$ cat src/rtl/transi_pkg.sv
// Shared definitions for the TRANSI pattern path (shifter and downstream mux stage).
// Holds the FSM state encoding and the default width/period constants both stages agree on.
package transi_pkg;

    typedef enum logic [1:0] {
        StIdle = 2'd0,
        StRun  = 2'd1,
        StHold = 2'd2,
        StDone = 2'd3
    } transi_state_e;

    // Defaults for the 50 MHz board build: one shift step per millisecond.
    localparam int unsigned TransiDataWidthDef   = 8;
    localparam int unsigned TransiTickPeriodDef  = 50000;
    localparam int unsigned TransiTickWidthDef   = 16;
    localparam int unsigned TransiRoundsWidthDef = 4;

endpackage

$ cat src/rtl/transi_prescaler.sv
// Prescaler for the TRANSI shifter: counts enabled cycles 0..TICKPERIOD-1 and wraps.
// Ports:
//   clk_i   - system clock, rising edge
//   rst_i   - asynchronous reset, active-high
//   en_i    - count enable; the count holds its value while low
//   clr_i   - synchronous clear to 0 (wins over en_i)
//   tick_o  - high while enabled and the count sits at its terminal value
module transi_prescaler #(
    parameter int unsigned TRANSI_TICKPERIOD = 50000,
    parameter int unsigned TRANSI_TICKWIDTH  = 16
) (
    input  logic clk_i,
    input  logic rst_i,
    input  logic en_i,
    input  logic clr_i,
    output logic tick_o
);

    localparam logic [TRANSI_TICKWIDTH-1:0] LastCount =
        TRANSI_TICKWIDTH'(TRANSI_TICKPERIOD - 1);

    logic [TRANSI_TICKWIDTH-1:0] count_q, count_d;

    always_comb begin
        count_d = count_q;
        if (clr_i) begin
            count_d = '0;
        end else if (en_i) begin
            count_d = (count_q == LastCount) ? '0 : count_q + 1'b1;
        end
    end

    assign tick_o = en_i && (count_q == LastCount);

    always_ff @(posedge clk_i or posedge rst_i) begin
        if (rst_i) begin
            count_q <= '0;
        end else begin
            count_q <= count_d;
        end
    end

endmodule

$ cat src/rtl/transi_pattern_shifter.sv
// TRANSI pattern shifter: holds a pattern and rotates it left one place per prescaler tick for a
// programmable number of full rotations (0 = forever), feeding the TRANSI output mux.
// Ports:
//   CC_TRANSI_CLOCK_50       - system clock, rising edge
//   CC_TRANSI_RESET_InHigh   - asynchronous reset, active-high
//   CC_TRANSI_load_In        - strobe: capture CC_TRANSI_pattern_InBUS (IDLE only)
//   CC_TRANSI_pattern_InBUS  - pattern to load
//   CC_TRANSI_start_In       - strobe: begin rotating (IDLE only); samples rounds_InBUS
//   CC_TRANSI_pause_In       - level: freeze rotation while high
//   CC_TRANSI_rounds_InBUS   - full rotations to run, 0 = run forever
//   CC_TRANSI_TRANSI_OutBUS  - current pattern register
//   CC_TRANSI_select_OutBUS  - mux select, high while running or held
//   CC_TRANSI_busy_Out       - high while running or held
//   CC_TRANSI_done_Out       - one-cycle pulse when the requested rounds complete
module transi_pattern_shifter
    import transi_pkg::*;
#(
    parameter int unsigned TRANSI_DATAWIDTH   = TransiDataWidthDef,
    parameter int unsigned TRANSI_TICKPERIOD  = TransiTickPeriodDef,
    parameter int unsigned TRANSI_TICKWIDTH   = TransiTickWidthDef,
    parameter int unsigned TRANSI_ROUNDSWIDTH = TransiRoundsWidthDef
) (
    input  logic                          CC_TRANSI_CLOCK_50,
    input  logic                          CC_TRANSI_RESET_InHigh,
    input  logic                          CC_TRANSI_load_In,
    input  logic [TRANSI_DATAWIDTH-1:0]   CC_TRANSI_pattern_InBUS,
    input  logic                          CC_TRANSI_start_In,
    input  logic                          CC_TRANSI_pause_In,
    input  logic [TRANSI_ROUNDSWIDTH-1:0] CC_TRANSI_rounds_InBUS,
    output logic [TRANSI_DATAWIDTH-1:0]   CC_TRANSI_TRANSI_OutBUS,
    output logic                          CC_TRANSI_select_OutBUS,
    output logic                          CC_TRANSI_busy_Out,
    output logic                          CC_TRANSI_done_Out
);

    localparam int unsigned StepWidth = (TRANSI_DATAWIDTH > 2) ? $clog2(TRANSI_DATAWIDTH) : 1;
    localparam logic [StepWidth-1:0] LastStep = StepWidth'(TRANSI_DATAWIDTH - 1);

    transi_state_e                 state_q, state_d;
    logic [TRANSI_DATAWIDTH-1:0]   pattern_q, pattern_d;
    logic [StepWidth-1:0]          step_q, step_d;
    logic [TRANSI_ROUNDSWIDTH-1:0] round_q, round_d;
    logic [TRANSI_ROUNDSWIDTH-1:0] rounds_q, rounds_d;
    logic                          select_q, select_d;
    logic                          busy_q, busy_d;
    logic                          done_q, done_d;

    logic advance;
    logic pre_clr;
    logic tick;

    // HOLD is just "pause was high last cycle": with pause low the held cycle already counts,
    // so the step resumes exactly where the prescaler was frozen.
    assign advance = ((state_q == StRun) || (state_q == StHold)) && !CC_TRANSI_pause_In;
    assign pre_clr = (state_q == StIdle) && CC_TRANSI_start_In;

    transi_prescaler #(
        .TRANSI_TICKPERIOD (TRANSI_TICKPERIOD),
        .TRANSI_TICKWIDTH  (TRANSI_TICKWIDTH)
    ) u_prescaler (
        .clk_i  (CC_TRANSI_CLOCK_50),
        .rst_i  (CC_TRANSI_RESET_InHigh),
        .en_i   (advance),
        .clr_i  (pre_clr),
        .tick_o (tick)
    );

    always_comb begin
        state_d   = state_q;
        pattern_d = pattern_q;
        step_d    = step_q;
        round_d   = round_q;
        rounds_d  = rounds_q;

        case (state_q)
            StIdle: begin
                if (CC_TRANSI_load_In) begin
                    pattern_d = CC_TRANSI_pattern_InBUS;
                end
                if (CC_TRANSI_start_In) begin
                    state_d  = StRun;
                    rounds_d = CC_TRANSI_rounds_InBUS;
                    step_d   = '0;
                    round_d  = '0;
                end
            end
            StRun, StHold: begin
                if (CC_TRANSI_pause_In) begin
                    state_d = StHold;
                end else begin
                    state_d = StRun;
                    if (tick) begin
                        pattern_d = {pattern_q[TRANSI_DATAWIDTH-2:0],
                                     pattern_q[TRANSI_DATAWIDTH-1]};
                        if (step_q == LastStep) begin
                            step_d  = '0;
                            // Wraps silently in run-forever mode.
                            round_d = round_q + 1'b1;
                            if ((rounds_q != '0) && (round_d == rounds_q)) begin
                                state_d = StDone;
                            end
                        end else begin
                            step_d = step_q + 1'b1;
                        end
                    end
                end
            end
            StDone: begin
                state_d = StIdle;
            end
            default: begin
                state_d = StIdle;
            end
        endcase

        // Outputs are registered copies decoded from the next state.
        select_d = (state_d == StRun) || (state_d == StHold);
        busy_d   = select_d;
        done_d   = (state_d == StDone);
    end

    always_ff @(posedge CC_TRANSI_CLOCK_50 or posedge CC_TRANSI_RESET_InHigh) begin
        if (CC_TRANSI_RESET_InHigh) begin
            state_q   <= StIdle;
            pattern_q <= '0;
            step_q    <= '0;
            round_q   <= '0;
            rounds_q  <= '0;
            select_q  <= 1'b0;
            busy_q    <= 1'b0;
            done_q    <= 1'b0;
        end else begin
            state_q   <= state_d;
            pattern_q <= pattern_d;
            step_q    <= step_d;
            round_q   <= round_d;
            rounds_q  <= rounds_d;
            select_q  <= select_d;
            busy_q    <= busy_d;
            done_q    <= done_d;
        end
    end

    assign CC_TRANSI_TRANSI_OutBUS = pattern_q;
    assign CC_TRANSI_select_OutBUS = select_q;
    assign CC_TRANSI_busy_Out      = busy_q;
    assign CC_TRANSI_done_Out      = done_q;

endmodule

$ cat config.mk
export PLATFORM = sky130hd
export DESIGN_NAME = transi_pattern_shifter
export DESIGN_NICKNAME = d
export VERILOG_FILES = /design/src/rtl/transi_pkg.sv /design/src/rtl/transi_prescaler.sv /design/src/rtl/transi_pattern_shifter.sv
export SDC_FILE = /design/constraint.sdc
export NUM_CORES = 1
export LEC_CHECK = 0
export CORE_MARGIN = 2
export CORE_UTILIZATION = 55
export CTS_CLUSTER_SIZE = 16
export DETAILED_ROUTE_END_ITERATION = 16
export HOLD_SLACK_MARGIN = 0.08
export PLACE_DENSITY = 0.8
export SLEW_MARGIN = 15
export SYNTH_ARGS = -nofsm -noshare
export SYNTH_HDL_FRONTEND = slang
export SYNTH_SLANG_ARGS = --single-unit
$ cat constraint.sdc
create_clock -name CC_TRANSI_CLOCK_50 -period 2.8 [get_ports CC_TRANSI_CLOCK_50]
set_clock_uncertainty 0.1 [all_clocks]
set_input_delay 0.42 -clock CC_TRANSI_CLOCK_50 [delete_from_list [all_inputs] [get_ports CC_TRANSI_CLOCK_50]]
set_output_delay 0.42 -clock CC_TRANSI_CLOCK_50 [all_outputs]
set_load 0.01 [all_outputs]
### Word-level counts from Yosys, hierarchy flattened

Cells that the tools add are included.

* register bits: 39
* bits in latches: 0
* bits in writable memories: 0
* ROM bits: 0
* output and inout bits: 11
* logic and storage cells: 64
* memories: 0

* add/sub/neg operators: 3
* multiply operators: 0
* div/mod/pow operators: 0
* magnitude comparators: 0
* equal/unequal tests: 14
* shift-type cells: 0
* multiplexer cells: 23
* bitwise gates (word level): 0
* reductions and logical operators: 16

Operators by type and width (number)
* 16-bit 2-to-1 mux: 3
* 8-bit 2-to-1 mux: 3
* 16-bit by 1-bit adder with 16-bit output (second input constant): 1
* 16-bit == test (second input constant): 1
* 4-bit 2-to-1 mux: 4
* 8-bit one-hot mux with 2 select lines: 1
* 3-bit 2-to-1 mux: 4
* 2-bit 2-to-1 mux: 5
* 2-bit != test (second input constant): 5
* 2-bit == test (second input constant): 4
* 4-bit one-hot mux with 2 select lines: 1
* 4-bit AND reduction: 2
* 2-bit one-hot mux with 3 select lines: 1
* 3-bit one-hot mux with 2 select lines: 1
* 5-bit AND reduction: 1
* 4-bit by 1-bit adder with 4-bit output (second input constant): 1
* 2-bit by 1-bit == test with 1-bit output (second input constant): 2
* 4-bit == test: 1
* 1-bit logical AND: 4
* 2-bit nonzero test: 2
* 4-bit nonzero test: 1
* 3-bit by 1-bit adder with 3-bit output (second input constant): 1
* 3-bit == test (second input constant): 1
* 2-bit logical NOT: 1
* 4 further kinds: 5

### Logic depth before layout (Yosys ltp)

Gate-level depths: netlist of the first run.

* depth after elaboration: 10
* depth in mapped cells: 9
* gate-level depth less buffers: 7

### Modules after synthesis

From an unflattened synthesis of the first run, not the netlist that was laid out.

* cells, all modules: 214
* area, all modules: 2169.6 µm²

Modules (own cells, without submodules)
* transi_pattern_shifter: times used 1, cells an instance 110, area each 1212.4 µm², seq. area each 575.6 µm²
* transi_prescaler: times used 1, cells an instance 104, area each 957.2 µm², seq. area each 400.4 µm²

### Least setup slack after synthesis of the first run

Ideal clock, no wire load.

* path kind: reg2reg
* from: reg round_q[0]
* to: reg busy_q, in the netlist CC_TRANSI_busy_Out
* data arrival time: 2.101 ns
* data required time: 2.574 ns
* slack: 0.473 ns
* cell stages (with the launch flop): 7
* buffers on the path: 0
* path through: dfrtp_1 -> ha_1 -> xor2_1 -> or4_1 -> or4_4 -> o221ai_1 -> ha_1

* word-level cells in the longest chain between the ends: 10
* elaborated cells on any way between the ends: 11

Ends and longest elaborated chain
* from (decl): line transi_pattern_shifter.sv:42 `logic [TRANSI_ROUNDSWIDTH-1:0] round_q, round_d;`
* from (signal assigned): line transi_pattern_shifter.sv:136 `round_q <= round_d;`
* 4-bit by 1-bit adder with 4-bit output (*): line transi_pattern_shifter.sv:98 `round_d = round_q + 1'b1;`
* 4-bit == test (*): line transi_pattern_shifter.sv:99 `if ((rounds_q != '0) && (round_d == rounds_q)) begin`
* 1-bit logical AND (*): line transi_pattern_shifter.sv:99
* 2-bit 2-to-1 mux (*): line transi_pattern_shifter.sv:99
* 2-bit 2-to-1 mux (*): line transi_pattern_shifter.sv:95 `if (step_q == LastStep) begin`
* 2-bit 2-to-1 mux (*): line transi_pattern_shifter.sv:92 `if (tick) begin`
* 2-bit 2-to-1 mux (*): line transi_pattern_shifter.sv:88 `if (CC_TRANSI_pause_In) begin`
* 2-bit one-hot mux with 3 select lines (*): line transi_pattern_shifter.sv:75 `case (state_q)`
* 2-bit by 1-bit == test with 1-bit output or 2-bit == test (tied branches): line transi_pattern_shifter.sv:117 `select_d = (state_d == StRun) || (state_d == StHold);`
* 1-bit logical OR (*): line transi_pattern_shifter.sv:117
* via busy_d: line transi_pattern_shifter.sv:45 `logic busy_q, busy_d;`
* to (signal assigned): line transi_pattern_shifter.sv:139 `busy_q <= busy_d;`
* to (decl): line transi_pattern_shifter.sv:45

The timed path passes the listed nets; every way through them passes the cells marked *.
A chain may end at the register's enable or synchronous reset.

### Final worst setup path of the first run

Same ends and word-level chain as after synthesis.

==> results of run 1 <==
## layout make-up
cell class	count	area [µm²]
fillers	316	1190
well taps	48	60.1
clock buffers	6	72.6
flip-flops and latches	39	976
multi-input cells	168	1090
repair buffers	32	308
inverters	5	18.8
## kinds of logic after synthesis
logic type,after synthesis,synth area share (%)
AND/OR/NAND/NOR,90,22.9
AO/OA/AOI/OAI,44,12.5
flip-flops,39,45.5
XOR/XNOR,18,7.35
buffers and inverters,15,3.50
multiplexers,10,4.67
adder cells (fa/ha/maj),6,3.50
## state kept, by name, summed over array words and instances (netlist names)
name and count:
state_q 2, step_q 3, CC_TRANSI_busy_Out 1, CC_TRANSI_TRANSI_OutBUS 8
rounds_q 4, CC_TRANSI_done_Out 1, round_q 4, u_prescaler.count_q 16
## routing by layer
| layer | up-vias | wire, µm | track usage, % |
|---|---|---|---|
| met2 | 41 | 1930 | 33.1 |
| met3 | 5 | 199 | 6.13 |
| met4 | 0 | 55 | 7.65 |
| met5 | - | 0 | 0 |
| met1 | 812 | 2100 | 33.8 |
| li1 | 845 | - | - |
## worst max-delay path: stages, from the launching register on
cell and delay [ps]:
dfrtp_1 440, ha_1 350, xor2_1 170, or4_1 460
or4_4 430, o221ai_1 90, ha_1 260
## cell usage after synthesis, types with 6 or more instances
| master | n | area [µm²] |
|---|---|---|
| xnor2_1 | 12 | 105 |
| a21oi_1 | 23 | 115 |
| nand2_1 | 23 | 86.3 |
| nor2_1 | 19 | 71.3 |
| nor3_1 | 8 | 40.0 |
| dfrtp_1 | 39 | 976 |
| xor2_1 | 6 | 52.6 |
| mux2i_1 | 10 | 100 |
| ha_1 | 6 | 75.1 |
| nand3_1 | 9 | 45.0 |
| o21ai_0 | 7 | 35.0 |
## final timing paths
check / cells after the start / to / slack (ps) / startpoint
max: 6 / CC_TRANSI_busy_Out$_DFF_PP0_ / 390 / round_q[0]$_DFFE_PP0P_
min: 2 / rounds_q[0]$_DFFE_PP0P_ / 410 / rounds_q[0]$_DFFE_PP0P_
max reg2reg: 6 / CC_TRANSI_busy_Out$_DFF_PP0_ / 390 / round_q[0]$_DFFE_PP0P_
min reg2reg: 2 / rounds_q[0]$_DFFE_PP0P_ / 410 / rounds_q[0]$_DFFE_PP0P_
max in group asynchronous: 3 / state_q[1]$_DFF_PP0_ / 1810 / CC_TRANSI_RESET_InHigh
min in group asynchronous: 3 / u_prescaler.count_q[3]$_DFFE_PP0P_ / 460 / CC_TRANSI_RESET_InHigh
## per-stage QoR
step	cells	setup slack, ps
global placement	292	436
detailed placement	292	396
finish	298	389
CTS	298	381
global route	298	266
floorplan	222	473
## power by group
part / switching [W] / internal, W / total, W
registers: 0.000108 / 0.000706 / 0.000814
clock network: 0.000175 / 0.000166 / 0.000341
logic: 0.000609 / 0.000483 / 0.00109
==> metrics.md, run 1 <==
| Metric | Value |
|---|---|
| CP Max Fanout | 6 |
| Number of flops mapped to enable cells by yosys | 0 |
| First-pass GRT wire length | 7580 µm |
| DRT Pass-1 Iters | 4 |
| Post-cts sizing count | 0 |
| Layout net count | 274 |
| Die ar. | 4410 µm² |
| Most frequent cells in the layout | 39 x dfrtp_1, 27 x clkdlybuf4s50_1, 23 x a21oi_1, 23 x nand2_1, 19 x nor2_1 |
| Die width | 66.4 µm |
| Synth cell types | 42 |
| CTS Hold Bufs | 0 |
| Top_reg_cell synth | dfrtp_1 |
| Max Clk Rate | 0.415 GHz |
| Seq/Total Area, Yosys | 45.5% |
| CTS root buffer | clkbuf_8 |
| ANT cells | 0 |
| Total CTS buffers | 5 |
| IR drop worst, VDD | 0.596 mV |
| Setup repair bufs after CTS | 0 |
| DRC violations left | 0 |
| Placed Area | approximately 2500 µm² |
| Warnings, synthesis | 0 |
| Tot GR Track Use | 23.1% |
| Final Max Slew Viols | 0 |
| DR vias | roughly 1700 |
| Final core occ | 68.0% |
| Initial antenna violation count | 0 |
| HP Class | register to register |
| Final worst-path cycle share | 86.1% |
| Die H | 66.4 µm |
| FFs w/ async S/R, synth | 100% |
| Final hold vios | 0 |
| Leakage | 1.12 nW |
| Worst-path clk slew | approximately 70 ps |
| Max Cap Viol | 0 |
| DPL Wire Length | about 3100 µm |
| Routed wire per std cell | 14.4 µm |
| Area grow syn2layout | 17.9% |
| Worst Tran Pin Value | 481 ps |
| Final min period | 2410 ps |
| Mapped Cells | about 220 |
| Status | finished, final reports clean |
| Startpoint type of the worst setup path | register |
| Initial DRC Count | 112 |
| TritonCTS clock tree | done |
| Fin area | 2530 µm² |
| Clk_lat worst skew | 290 ps |
| Setup TNS | 0 ps |
| I/O pin count | 28 |
| Vias per cell | 5.71 |
| Share of layout cells above drive strength 1 | 8.00% |
| Yosys reg bits | 39 |
| I/O Buffers | 27 |
| RSZ-0062 raised after global routing | no |
| Global route overflow | 0 |
| Synth Area per Inst | between 9 and 10 µm² |
| Arrival @ worst endpoint | 2480 ps |
| Core Footprint | 3720 µm² |
| RD Place Congestion | 0.845 |
| Worst Setup End Kind | register |
| Vias in the first global route | 1596 |
| Row count | 22 |
| Largest net degree at the start of global routing | 40 |
| Initial Utilization | about 58% |
| Design Power | 0.00225 W |
| Max clock buf depth | 2 |
| Post-synthesis cell area | approximately 2100 µm² |
| Final setup fails | 0 |
| CTS H-Tree Depth | 2 |
| Syn_nets | 245 |
| Most common cell after layout, fill and taps aside | dfrtp_1 |
| Power Dens Cells | 889 nW/µm² |
| Final wirelength | 4290 µm |
| ANT nets after route | 0 |
| Relative slew margins | 67.9% |
| Clk sinks | 39 |
| Final hold slack | 410 ps |
| Critical Path RT | 2870 ps |
| WS Path Type | register to register |
Note: power is estimated with default switching activity, not from simulation.
==> inputs of run 2 (changes only) <==
- clock period: 2.8 -> 2.5 ns (I/O delays scaled with it)
==> metrics.md, run 2 (synthesized netlist as in run 1, its figures left out) <==
| Metric | Value |
|---|---|
| Status | finished, final reports clean |
| Power Internal | 0.00156 W |
| Final hold vios | 0 |
| Tot GR Track Use | 24.0% |
| WS Path Type | register to register |
| Max Clk Rate | 0.423 GHz |
| Critical Path RT | 2580 ps |
| Layout net count | 279 |
| Worst Tran Pin Value | 485 ps |
| Met3 Usage GRT | under 10% |
| Crit-path slowest cell | or4_1 |
| Clk sinks | 39 |
| Most flops, register | u_prescaler.count_q |
| Power Dens Cells | 1000 nW/µm² |
| DRC violations left | 0 |
| Filler cells | roughly 300 |
| Vias in the first global route | 1660 |
| DPL Wire Length | 3170 µm |
| RD Place Congestion | 0.875 |
| Area grow syn2layout | 20.1% |
| Startpoint type of the worst setup path | register |
| Worst Setup End Kind | register |
| Initial Utilization | between 50 and 60% |
| Share of layout cells above drive strength 1 | approximately a tenth |
| Max FFs per register | 16 |
| GRT busiest layer | met1 |
| DRT Pass-1 Iters | 4 |
| CTS root buffer | clkbuf_8 |
| ANT nets after route | 0 |
| Max clock buf depth | 2 |
| HP Class | input port to asynchronous set/reset pin |
| First-pass GRT wire length | 7950 µm |
| Final wirelength | 4390 µm |
| Most common cell after layout, fill and taps aside | dfrtp_1 |
| Final worst-path cycle share | between 90 and 100% |
| I/O Buffers | 27 |
| Final std cells w/o fill | 305 |
| Core Footprint | 3720 µm² |
| TritonCTS clock tree | done |
| Setup repair bufs after CTS | 0 |
| CTS H-Tree Depth | 2 |
| Arrival @ worst endpoint | 2440 ps |
| RSZ-0062 raised after global routing | no |
| Met2 usage | 33.9% |
| Critical-path cell list | ha_1, xor2_1, or4_1, or4_4, o221ai_1, ha_1 |
| IR drop worst, VDD | around 0.57 mV |
| Crit-path max cell delay | 460 ps |
| Leakage | approximately 1.1 nW |
| Final setup fails | 0 |
| Final min period | 2360 ps |
| Die ar. | roughly 4400 µm² |
| Worst Path Buf+Inv | 0 |
| Largest net degree at the start of global routing | 40 |
| Flop pwr share | around 35% |
| Die width | 66.4 µm |
| GR met1 Demand/Resource | 35.6% |
| Clock power share | between 10% and 20% |
| Setup TNS | 0 ps |
| CP Max Fanout | 4 |
| Die H | ~66 µm |
| DR vias | about 1700 |
| Worst-path clk slew | 70 ps |
| Vias per cell | 5.72 |
| Most frequent cells in the layout | 39 x dfrtp_1, 27 x clkdlybuf4s50_1, 23 x a21oi_1, 23 x nand2_1, 19 x nor2_1 |
| ANT cells | 0 |
| Initial antenna violation count | 0 |
| Final Max Slew Viols | 0 |
| Row count | 22 |
| Max Cap Viol | 0 |
| Placed cell count | 297 |
| Clk_lat worst skew | 300 ps |
| Relative slew margins | 67.7% |
| CTS Hold Bufs | 0 |
| Global route overflow | 0 |
| Initial DRC Count | 154 |
| Total CTS buffers | 5 |
| Switching share of power | 39.7% |
| Post-cts sizing count | 0 |
| Crit-path leading delay family | simple AND/OR/NAND/NOR gates |
| Most used cell, CP | ha_1 |
| I/O pin count | 28 |
| Switching pwr | 0.00103 W |
| Comb pwr share | 48.8% |
| Routed wire per std cell | 14.4 µm |
## run 2: cell types whose count changed in the layout (fill, tap and decap cells not counted)
cell and delta:
clkinv_2 +1, buf_4 +5, clkbuf_1 +1
## run 2: stage by stage
step | hold WS [ps] | total power, W | util (%) | cell area, µm² | setup WS [ps]
after floorplan | 365 | 0.00178 | - | 2140 | 173
after global placement | 385 | 0.00216 | 67.1 | 2490 | 187
after detailed placement | 407 | 0.00219 | 67.1 | 2490 | 139
after CTS | 409 | 0.00260 | 69.3 | 2570 | 130
after global routing | 441 | 0.00280 | 69.3 | 2570 | 76.3
final | 390 | 0.00259 | 69.3 | 2570 | 136
## run 2: area by class of cell
class	instances	area (µm²)	area share, %
tap	48	60.1	2.33
clock buffer	7	76.3	2.96
multi-input combinational	168	1090	42.5
sequential	39	976	37.9
clock inverter	1	5.00	0.194
inverter	5	18.8	0.729
timing repair buffer	37	345	13.4
## run 2: worst paths after layout
| path | startpoint | to | slack [ps] | depth (start not counted) |
|---|---|---|---|---|
| worst max register to register | round_q[1]$_DFFE_PP0P_ | CC_TRANSI_busy_Out$_DFF_PP0_ | 140 | 6 |
| max in group asynchronous | CC_TRANSI_RESET_InHigh | state_q[1]$_DFF_PP0_ | 1570 | 3 |
| worst min-delay path | CC_TRANSI_RESET_InHigh | u_prescaler.count_q[13]$_DFFE_PP0P_ | 390 | 3 |
| worst max-delay path | round_q[1]$_DFFE_PP0P_ | CC_TRANSI_busy_Out$_DFF_PP0_ | 140 | 6 |
| min in group CC_TRANSI_CLOCK_50 | rounds_q[1]$_DFFE_PP0P_ | rounds_q[1]$_DFFE_PP0P_ | 420 | 2 |
| worst min register to register | rounds_q[1]$_DFFE_PP0P_ | rounds_q[1]$_DFFE_PP0P_ | 420 | 2 |
## run 2: worst min-delay path: cells and delay by family
family | cells | cell delay [ps]
buf+inv | 3 | 850
## run 2: per-layer routing
layer	part of all wire, %	vias to the layer above
met4	1.7	0
met3	5.0	8
li1	-	859
met2	45	48
met5	0	-
met1	48	831
## run 2: power by group through the flow
stage	Sequential [W]	Clock, W	Combinational (W)
2_1_floorplan	0.000932	0	0.000843
3_3_place_gp	0.000920	0	0.00124
3_5_place_dp	0.000923	0	0.00127
4_1_cts	0.000916	0.000416	0.00127
5_1_grt	0.000939	0.000448	0.00142
6_report	0.000915	0.000408	0.00126
==> inputs of run 3 (changes only) <==
- REMOVE_ABC_BUFFERS: unset -> 1
- SLEW_MARGIN: 15 -> unset
==> metrics.md, run 3 (synthesized netlist as in run 1, its figures left out) <==
| Metric | Value |
|---|---|
| Status | finished, final reports clean |
| Power Dens Cells | 1020 nW/µm² |
| WS Path Type | register to register |
| Final setup fails | 0 |
| Final min period | 2360 ps |
| Final core occ | between 60 and 70% |
| Placed Area | about 2500 µm² |
| Most frequent cells in the layout | 39 x dfrtp_1, 27 x clkdlybuf4s50_1, 23 x a21oi_1, 23 x nand2_1, 19 x nor2_1 |
| Worst Tran Pin Value | 484 ps |
| Vias per cell | 5.72 |
| Worst Setup End Kind | register |
| Vias in the first global route | 1712 |
| Initial antenna violation count | 0 |
| Final worst-path cycle share | 94.3% |
| DPL Wire Length | 3320 µm |
| Critical-path cell list | ha_1, xor2_1, or4_1, or4_4, o221ai_1, ha_1 |
| Critical Path RT | 2580 ps |
| Worst-path clk slew | 80 ps |
| CTS root buffer | clkbuf_8 |
| Largest net degree at the start of global routing | 40 |
| Filler cells | between 200 and 300 |
| Arrival @ worst endpoint | 2440 ps |
| Max Clk Rate | approximately 0.42 GHz |
| HP Class | input port to asynchronous set/reset pin |
| Setup ws final | 142 ps |
| ANT nets after route | 0 |
| CP Max Fanout | 4 |
| CTS Hold Bufs | 0 |
| Tot GR Track Use | 24.0% |
| DRT Pass-1 Iters | 4 |
| Crit-path max cell delay | 460 ps |
| Startpoint type of the worst setup path | register |
| R2r startpoint | round_q[1]$_DFFE_PP0P_ |
| Die H | approximately 66 µm |
| Relative slew margins | 67.7% |
| Most used cell, CP | ha_1 |
| Max clock buf depth | 2 |
| Initial DRC Count | ~180 |
| Row count | 22 |
| Fin area | 2580 µm² |
| First-pass GRT wire length | around 7900 µm |
| Design Power | about 0.0026 W |
| Post-cts sizing count | 0 |
| Crit-path slowest cell | or4_1 |
| Clk_lat worst skew | between 200 and 300 ps |
| DR vias | 1738 |
| IR drop worst, VDD | about 0.67 mV |
| I/O Buffers | 27 |
| Final Max Slew Viols | 0 |
| I/O pin count | 28 |
| Layout net count | 278 |
| Global route overflow | 0 |
| Max Cap Viol | 0 |
| Worst reg2reg path endpoint | CC_TRANSI_busy_Out$_DFF_PP0_ |
| Die ar. | 4410 µm² |
| Area grow syn2layout | 20.4% |
| Core Footprint | 3720 µm² |
| Initial Utilization | 57.7% |
| Final wirelength | 4580 µm |
| CTS H-Tree Depth | 2 |
| Most flops, register | u_prescaler.count_q |
| Share of layout cells above drive strength 1 | 10.2% |
| Routed wire per std cell | 15.0 µm |
| R2R setup slack | 140 ps |
| Leakage | 1.15 nW |
| Final hold vios | 0 |
| Most common cell after layout, fill and taps aside | dfrtp_1 |
| Register Area | 976 µm² |
| Critical path origin | round_q[1]$_DFFE_PP0P_ |
| Clk sinks | 39 |
| Setup repair bufs after CTS | 0 |
| Total CTS buffers | 5 |
| ANT cells | 0 |
| RD Place Congestion | 0.821 |
| DP Worst Slack | 146 ps |
| DRC violations left | 0 |
| Area of the multi-input gates | around 1100 µm² |
| Max FFs per register | 16 |
| Reg2Reg Depth | 6 |
| RSZ-0062 raised after global routing | no |
| Setup TNS | 0 ps |
| Die width | around 66 µm |
| TritonCTS clock tree | done |
run 3: changes by cell type in the layout (fill, tap and decap cells not counted), sizes merged:
cell and delta:
buf -1
run 3: per-stage QoR:
stage	hold WS, ps	std cells
2_1_floorplan	365	212
3_3_place_gp	387	296
3_5_place_dp	382	296
4_1_cts	400	304
5_1_grt	428	304
6_report	395	304
run 3: how the worst max path moves through the flow:
stage                                   end  cells past startpoint
6_report       CC_TRANSI_busy_Out$_DFF_PP0_                      6
2_1_floorplan  CC_TRANSI_busy_Out$_DFF_PP0_                      7
3_3_place_gp   CC_TRANSI_busy_Out$_DFF_PP0_                      6
4_1_cts        CC_TRANSI_busy_Out$_DFF_PP0_                      6
3_5_place_dp   CC_TRANSI_busy_Out$_DFF_PP0_                      6
5_1_grt        CC_TRANSI_busy_Out$_DFF_PP0_                      7
run 3: layer usage:
layer	global-route usage (%)	share of wire [%]
met1	34.2	47
met2	35.9	46
met3	4.43	5.0
met4	9.69	1.8
met5	0	0
run 3: power breakdown:
group	internal (W)	total, W	switching, W	leakage (nW)
registers	0.000790	0.000913	0.000123	0.501
logic	0.000563	0.00127	0.000712	0.599
clock network	0.000226	0.000447	0.000221	0.0484
run 3: layout make-up:
cell class	instances	share of cell area [%]
Multi-Input combinational cell	168	42.4
Clock inverter	1	0.339
Sequential cell	39	37.8
Clock buffer	7	3.34
Inverter	5	0.727
Timing Repair Buffer	36	13.1
Tap cell	48	2.33
run 3: worst max-delay path, delay by kind of cell, from the launching register on:
family / cells / cell delay, ps
xor+xnor: 1 / 170
compound gates: 1 / 100
simple gates: 2 / 880
flops: 1 / 410
fa+ha+maj: 2 / 590
